File: config.mk
export PLATFORM = sky130hd
export DESIGN_NAME = mdu
export DESIGN_NICKNAME = d
export VERILOG_FILES = /design/src/rtl/mdu.sv
export SDC_FILE = /design/constraint.sdc
export NUM_CORES = 1
export LEC_CHECK = 0
export CAP_MARGIN = 20
export CORE_MARGIN = 2
export CORE_UTILIZATION = 25
export DETAILED_ROUTE_END_ITERATION = 8
export DONT_BUFFER_PORTS = 1
export SKIP_CTS_REPAIR_TIMING = 1
export SLEW_MARGIN = 25
export SYNTH_ARGS = -nofsm -noshare
export SYNTH_HDL_FRONTEND = slang
export SYNTH_SLANG_ARGS = --single-unit
File: constraint.sdc
create_clock -name clk_i -period 2.9 [get_ports clk_i]
set_input_delay 0.58 -clock clk_i [delete_from_list [all_inputs] [get_ports clk_i]]
set_output_delay 0.58 -clock clk_i [all_outputs]
set_load 0.05 [all_outputs]
File: src/rtl/mdu.sv
// Iterative multiply/divide unit: radix-2 shift-add multiply and restoring divide
// on operand magnitudes, followed by one sign-fixup cycle that writes HI/LO.
module mdu #(
  parameter int DATA_WIDTH = 32
) (
  input  logic                  clk_i,
  input  logic                  rst_i,
  input  logic                  start_i,
  input  logic [1:0]            op_i,
  input  logic [DATA_WIDTH-1:0] src_a_i,
  input  logic [DATA_WIDTH-1:0] src_b_i,
  input  logic                  flush_i,
  input  logic                  we_hi_i,
  input  logic                  we_lo_i,
  input  logic [DATA_WIDTH-1:0] wdata_i,
  output logic                  busy_o,
  output logic                  done_o,
  output logic [DATA_WIDTH-1:0] hi_o,
  output logic [DATA_WIDTH-1:0] lo_o
);
  // state | meaning
  // IDLE  | waiting for start; MTHI/MTLO accepted
  // CALC  | one multiply or divide step per cycle, DATA_WIDTH cycles
  // FIX   | sign fixup, HI/LO write, done pulse

  localparam int W  = DATA_WIDTH;
  localparam int CW = $clog2(W);
  localparam logic [CW-1:0] CNT_LAST = CW'(W - 1);

  typedef enum logic [1:0] {S_IDLE, S_CALC, S_FIX} state_t;

  state_t         state_q;
  logic [CW-1:0]  cnt_q;
  logic           is_div_q;
  logic           q_neg_q;
  logic           r_neg_q;
  logic           div0_q;
  logic [W-1:0]   opnd_q;
  logic [2*W-1:0] acc_q;
  logic           busy_q;
  logic           done_q;
  logic [W-1:0]   hi_q;
  logic [W-1:0]   lo_q;

  logic           signed_op;
  logic           a_neg;
  logic           b_neg;
  logic [W-1:0]   a_mag;
  logic [W-1:0]   b_mag;
  logic [W:0]     mul_sum;
  logic [2*W-1:0] mul_next;
  logic [W:0]     rem_ext;
  logic [W:0]     div_diff;
  logic [2*W-1:0] div_next;
  logic [2*W-1:0] prod_fix;
  logic [W-1:0]   quot_fix;
  logic [W-1:0]   rem_fix;

  always_comb begin
    signed_op = ~op_i[0];
    a_neg     = signed_op & src_a_i[W-1];
    b_neg     = signed_op & src_b_i[W-1];
    a_mag     = a_neg ? -src_a_i : src_a_i;
    b_mag     = b_neg ? -src_b_i : src_b_i;

    // Multiply: acc = {partial product, remaining multiplier bits}
    mul_sum  = {1'b0, acc_q[2*W-1:W]} + ({1'b0, opnd_q} & {(W+1){acc_q[0]}});
    mul_next = {mul_sum, acc_q[W-1:1]};

    // Divide: acc = {partial remainder, dividend bits shifting into quotient}
    rem_ext  = acc_q[2*W-1:W-1];
    div_diff = rem_ext - {1'b0, opnd_q};
    if (div_diff[W]) begin
      div_next = {rem_ext[W-1:0], acc_q[W-2:0], 1'b0};
    end else begin
      div_next = {div_diff[W-1:0], acc_q[W-2:0], 1'b1};
    end

    // A zero divisor leaves remainder = |dividend|, so only the quotient is forced
    prod_fix = q_neg_q ? -acc_q : acc_q;
    quot_fix = div0_q ? '1 : (q_neg_q ? -acc_q[W-1:0] : acc_q[W-1:0]);
    rem_fix  = r_neg_q ? -acc_q[2*W-1:W] : acc_q[2*W-1:W];
  end

  always_ff @(posedge clk_i) begin
    if (rst_i) begin
      state_q  <= S_IDLE;
      cnt_q    <= '0;
      is_div_q <= 1'b0;
      q_neg_q  <= 1'b0;
      r_neg_q  <= 1'b0;
      div0_q   <= 1'b0;
      opnd_q   <= '0;
      acc_q    <= '0;
      busy_q   <= 1'b0;
      done_q   <= 1'b0;
      hi_q     <= '0;
      lo_q     <= '0;
    end else begin
      done_q <= 1'b0;
      unique case (state_q)
        S_IDLE: begin
          if (start_i && !flush_i) begin
            state_q  <= S_CALC;
            busy_q   <= 1'b1;
            cnt_q    <= '0;
            is_div_q <= op_i[1];
            q_neg_q  <= a_neg ^ b_neg;
            r_neg_q  <= a_neg;
            div0_q   <= op_i[1] && (src_b_i == '0);
            if (op_i[1]) begin
              acc_q  <= {{W{1'b0}}, a_mag};
              opnd_q <= b_mag;
            end else begin
              acc_q  <= {{W{1'b0}}, b_mag};
              opnd_q <= a_mag;
            end
          end else if (!start_i) begin
            if (we_hi_i) hi_q <= wdata_i;
            if (we_lo_i) lo_q <= wdata_i;
          end
        end
        S_CALC: begin
          if (flush_i) begin
            state_q <= S_IDLE;
            busy_q  <= 1'b0;
          end else begin
            acc_q <= is_div_q ? div_next : mul_next;
            cnt_q <= cnt_q + CW'(1);
            if (cnt_q == CNT_LAST) state_q <= S_FIX;
          end
        end
        S_FIX: begin
          if (flush_i) begin
            state_q <= S_IDLE;
            busy_q  <= 1'b0;
          end else begin
            if (is_div_q) begin
              hi_q <= rem_fix;
              lo_q <= quot_fix;
            end else begin
              {hi_q, lo_q} <= prod_fix;
            end
            done_q  <= 1'b1;
            state_q <= S_IDLE;
            busy_q  <= 1'b0;
          end
        end
        default: begin
          state_q <= S_IDLE;
          busy_q  <= 1'b0;
        end
      endcase
    end
  end

  assign busy_o = busy_q;
  assign done_o = done_q;
  assign hi_o   = hi_q;
  assign lo_o   = lo_q;

endmodule

==> metrics.cfg <==
[run_status]
status=finished with violations
violations=setup timing

[sta]
worst_pin_slew_ps=892
max_slew_margin=0.406
setup_violations=10
rsz0062_at_grt=true
fin_crit_ps=3030
slew_viol_final=0
tns_ps=-586
fin_crit_sh=1.04
skew_ps=14.4
setup_ws_ps=-126
fmax_mhz=330
finalHoldViolations=0
hold_ws_ps=201

[detailed_routing]
drt_iter0_drc=1679
drt_first_pass_iters=5
route.vias.total=16500
viasPerCell=5.42
drcViolationCount=0
wl_per_cell_um=20.3
finalWirelength_um=62000
ant_nets=0

[synthesis]
avgSynthCellArea_um2=7.22
synth_nets=2241
yosysWarnings=0
synth.area.mux_share=0.0423
ys.flop_type=dfxtp_1
synth_compound_area_frac=0.287
synthSimpleGateAreaFrac=0.224
synth_edf_count=0
syn_area_um2=14900
yosysSeqAreaShare=0.232
synthAdderAreaFrac=0.0614
synth-xor-area-share=0.0998
synth_top_family_by_area=compound AO/OA/AOI/OAI gates
synth.distinct_cells=77
synth_cells=2065
ys_seq_elements=173
async_reset_ff_frac=0

[critical_path]
worstPathArrival_ps=3410
worstSetupStartpointType=flop
path_class=reg -> reg
endpoint_kind=flop
r2r_cells=14
critPathRequiredTime_ps=3280
cp_common_cell=buf_4
cp_slowest_cell=fa_2
crit_path_max_incr_delay_ps=420
path_cells=buf_6, ha_4, fa_2, nor2b_4, o2111ai_2, nand3_2, a31oi_4, a211oi_4, buf_4, o31ai_4, and2_4, buf_4, or3b_4, o211ai_2
crit_fanout=6

[global_route]
grt_max_degree=146
grt_remaining_overflow=0
grt_usage=0.190
grt_pass1_vias=15000
antenna_found_initial=0
grt_pass1_wl_um=90400

[layout]
fin_area_um2=19200
area_delta_synth_final_pct=28.6
fin_cells=3054
drive_above_1_share=0.229
nNetsFinal=2444
fillers=6360
final_util=0.325
n_antenna_cell=0

[floorplan]
ios=170
die_y_um=248
num_rows=89
die_w_um=248
start_util=0.253
coreArea_um2=59000
die-area_um2=61600

[cts]
clock_path_buffers=2
h-tree-depth=4
clock_sinks=173
ctsRootBufferMaster=clkbuf_16
clk_pin_slew_worst_paths_ps=80
numCtsBuffers=17
worstSkewPairLatency_ps=450
cts_tree=yes

[placement]
placed_area_um2=17800
dpl.hpwl_um=48900
dpl.cell_count=3011
io_buffers=0
gp_congestion=0.932

[flow_run]
cap_violations=0

[min_path]
holdPathStages=1
hold_class=in -> reg

[pwr]
p_leak_nw=7.64
peakVddDrop_mv=0.460
p_per_area_nw_per_um2=376

## state kept, by name, summed over array words and instances, names as in the netlist
register,flops
hi_o,32
done_o,1
opnd_q,32
lo_o,32
r_neg_q,1
div0_q,1
cnt_q,5
state_q,2
q_neg_q,1
acc_q,64
busy_o,1
is_div_q,1
## path summary, 6_finish.rpt
| check | startpoint | slack (ps) | end |
|---|---|---|---|
| worst max-delay path | opnd_q[0]$_SDFFE_PP0P_ | -130 | acc_q[51]$_SDFFE_PP0P_ |
| worst min-delay path | flush_i | 200 | state_q[0]$_SDFFE_PP0P_ |
| worst max register to register | opnd_q[0]$_SDFFE_PP0P_ | -130 | acc_q[51]$_SDFFE_PP0P_ |
| worst min register to register | opnd_q[25]$_SDFFE_PP0P_ | 450 | opnd_q[25]$_SDFFE_PP0P_ |
## kinds of logic after synthesis
group	Yosys count
AO/OA/AOI/OAI	664
XOR/XNOR	170
adder cells (fa/ha/maj)	72
buffers and inverters	203
flip-flops	173
multiplexers	62
AND/OR/NAND/NOR	721
## report_power, final
group,internal [mW],switching (mW)
combinational,0.896,1.18
sequential,2.49,0.268
clock,1.29,1.08
## cell usage after synthesis (47+ instances only)
| cell | count | area (um2) |
|---|---|---|
| nand2_1 | 235 | 882 |
| nor2_1 | 222 | 833 |
| a21oi_1 | 200 | 1000 |
| dfxtp_1 | 173 | 3460 |
| o21ai_0 | 134 | 671 |
| clkbuf_1 | 126 | 473 |
| xnor2_1 | 105 | 920 |
| ha_1 | 70 | 876 |
| xor2_1 | 65 | 569 |
| inv_1 | 61 | 229 |
| mux2i_1 | 57 | 571 |
| nor3_1 | 51 | 255 |
| o211ai_1 | 47 | 353 |
## final cells by class
type | count | area [um2] | area share
timing repair buffer | 324 | 2540 | 0.133
tap | 773 | 967 | 0.0504
clock buffer | 21 | 480 | 0.0251
sequential | 173 | 3480 | 0.182
clock inverter | 11 | 106 | 0.00555
inverter | 63 | 239 | 0.0125
multi-input combinational | 1689 | 11400 | 0.592
## worst max-delay path, delay by kind of cell (launching register included)
family	cells	cell delay (ps)
AND/OR/NAND/NOR	4	880
AO/OA/AOI/OAI	5	690
adder cells (fa/ha/maj)	2	570
buffers and inverters	3	470
flip-flops	1	320
## per-layer routing
metal,GRT usage,part of all wire
met1,0.258,0.44
met2,0.289,0.44
met3,0.0554,0.095
met4,0.0599,0.023
met5,0,0
## placed cells by master, fill, tap and decap left out, types with 9 or more instances in the layout
cell and n:
a21oi_1 189, o21ai_1 22, and2_1 11, a311oi_1 22, nor2_1 217, or2_2 14, or4_1 9, xnor2_1 103
inv_1 50, a21oi_2 13, o221ai_1 17, a22oi_1 26, o21ai_0 109, o21a_1 11, dfxtp_2 14, inv_2 10
a211o_1 9, and3_1 20, o211ai_1 47, xor2_1 63, or3_1 28, clkbuf_16 18, a211oi_1 30, buf_4 313
o31ai_1 24, nand3_1 36, mux2i_1 53, nand4_1 11, nor4_1 14, nor3_1 42, nand2_1 234, a31oi_1 18
ha_1 59, a21o_1 35, dfxtp_1 158, nand2b_1 15
## per-stage QoR
step                      setup slack, ps  power (mW)
after floorplan                     -81.2        4.01
after global placement               -341        4.68
after detailed placement             -328        4.69
after CTS                            -385        7.03
after global routing                 -241        7.47
final                                -126        7.20
Power figures use the tool's default switching activity.
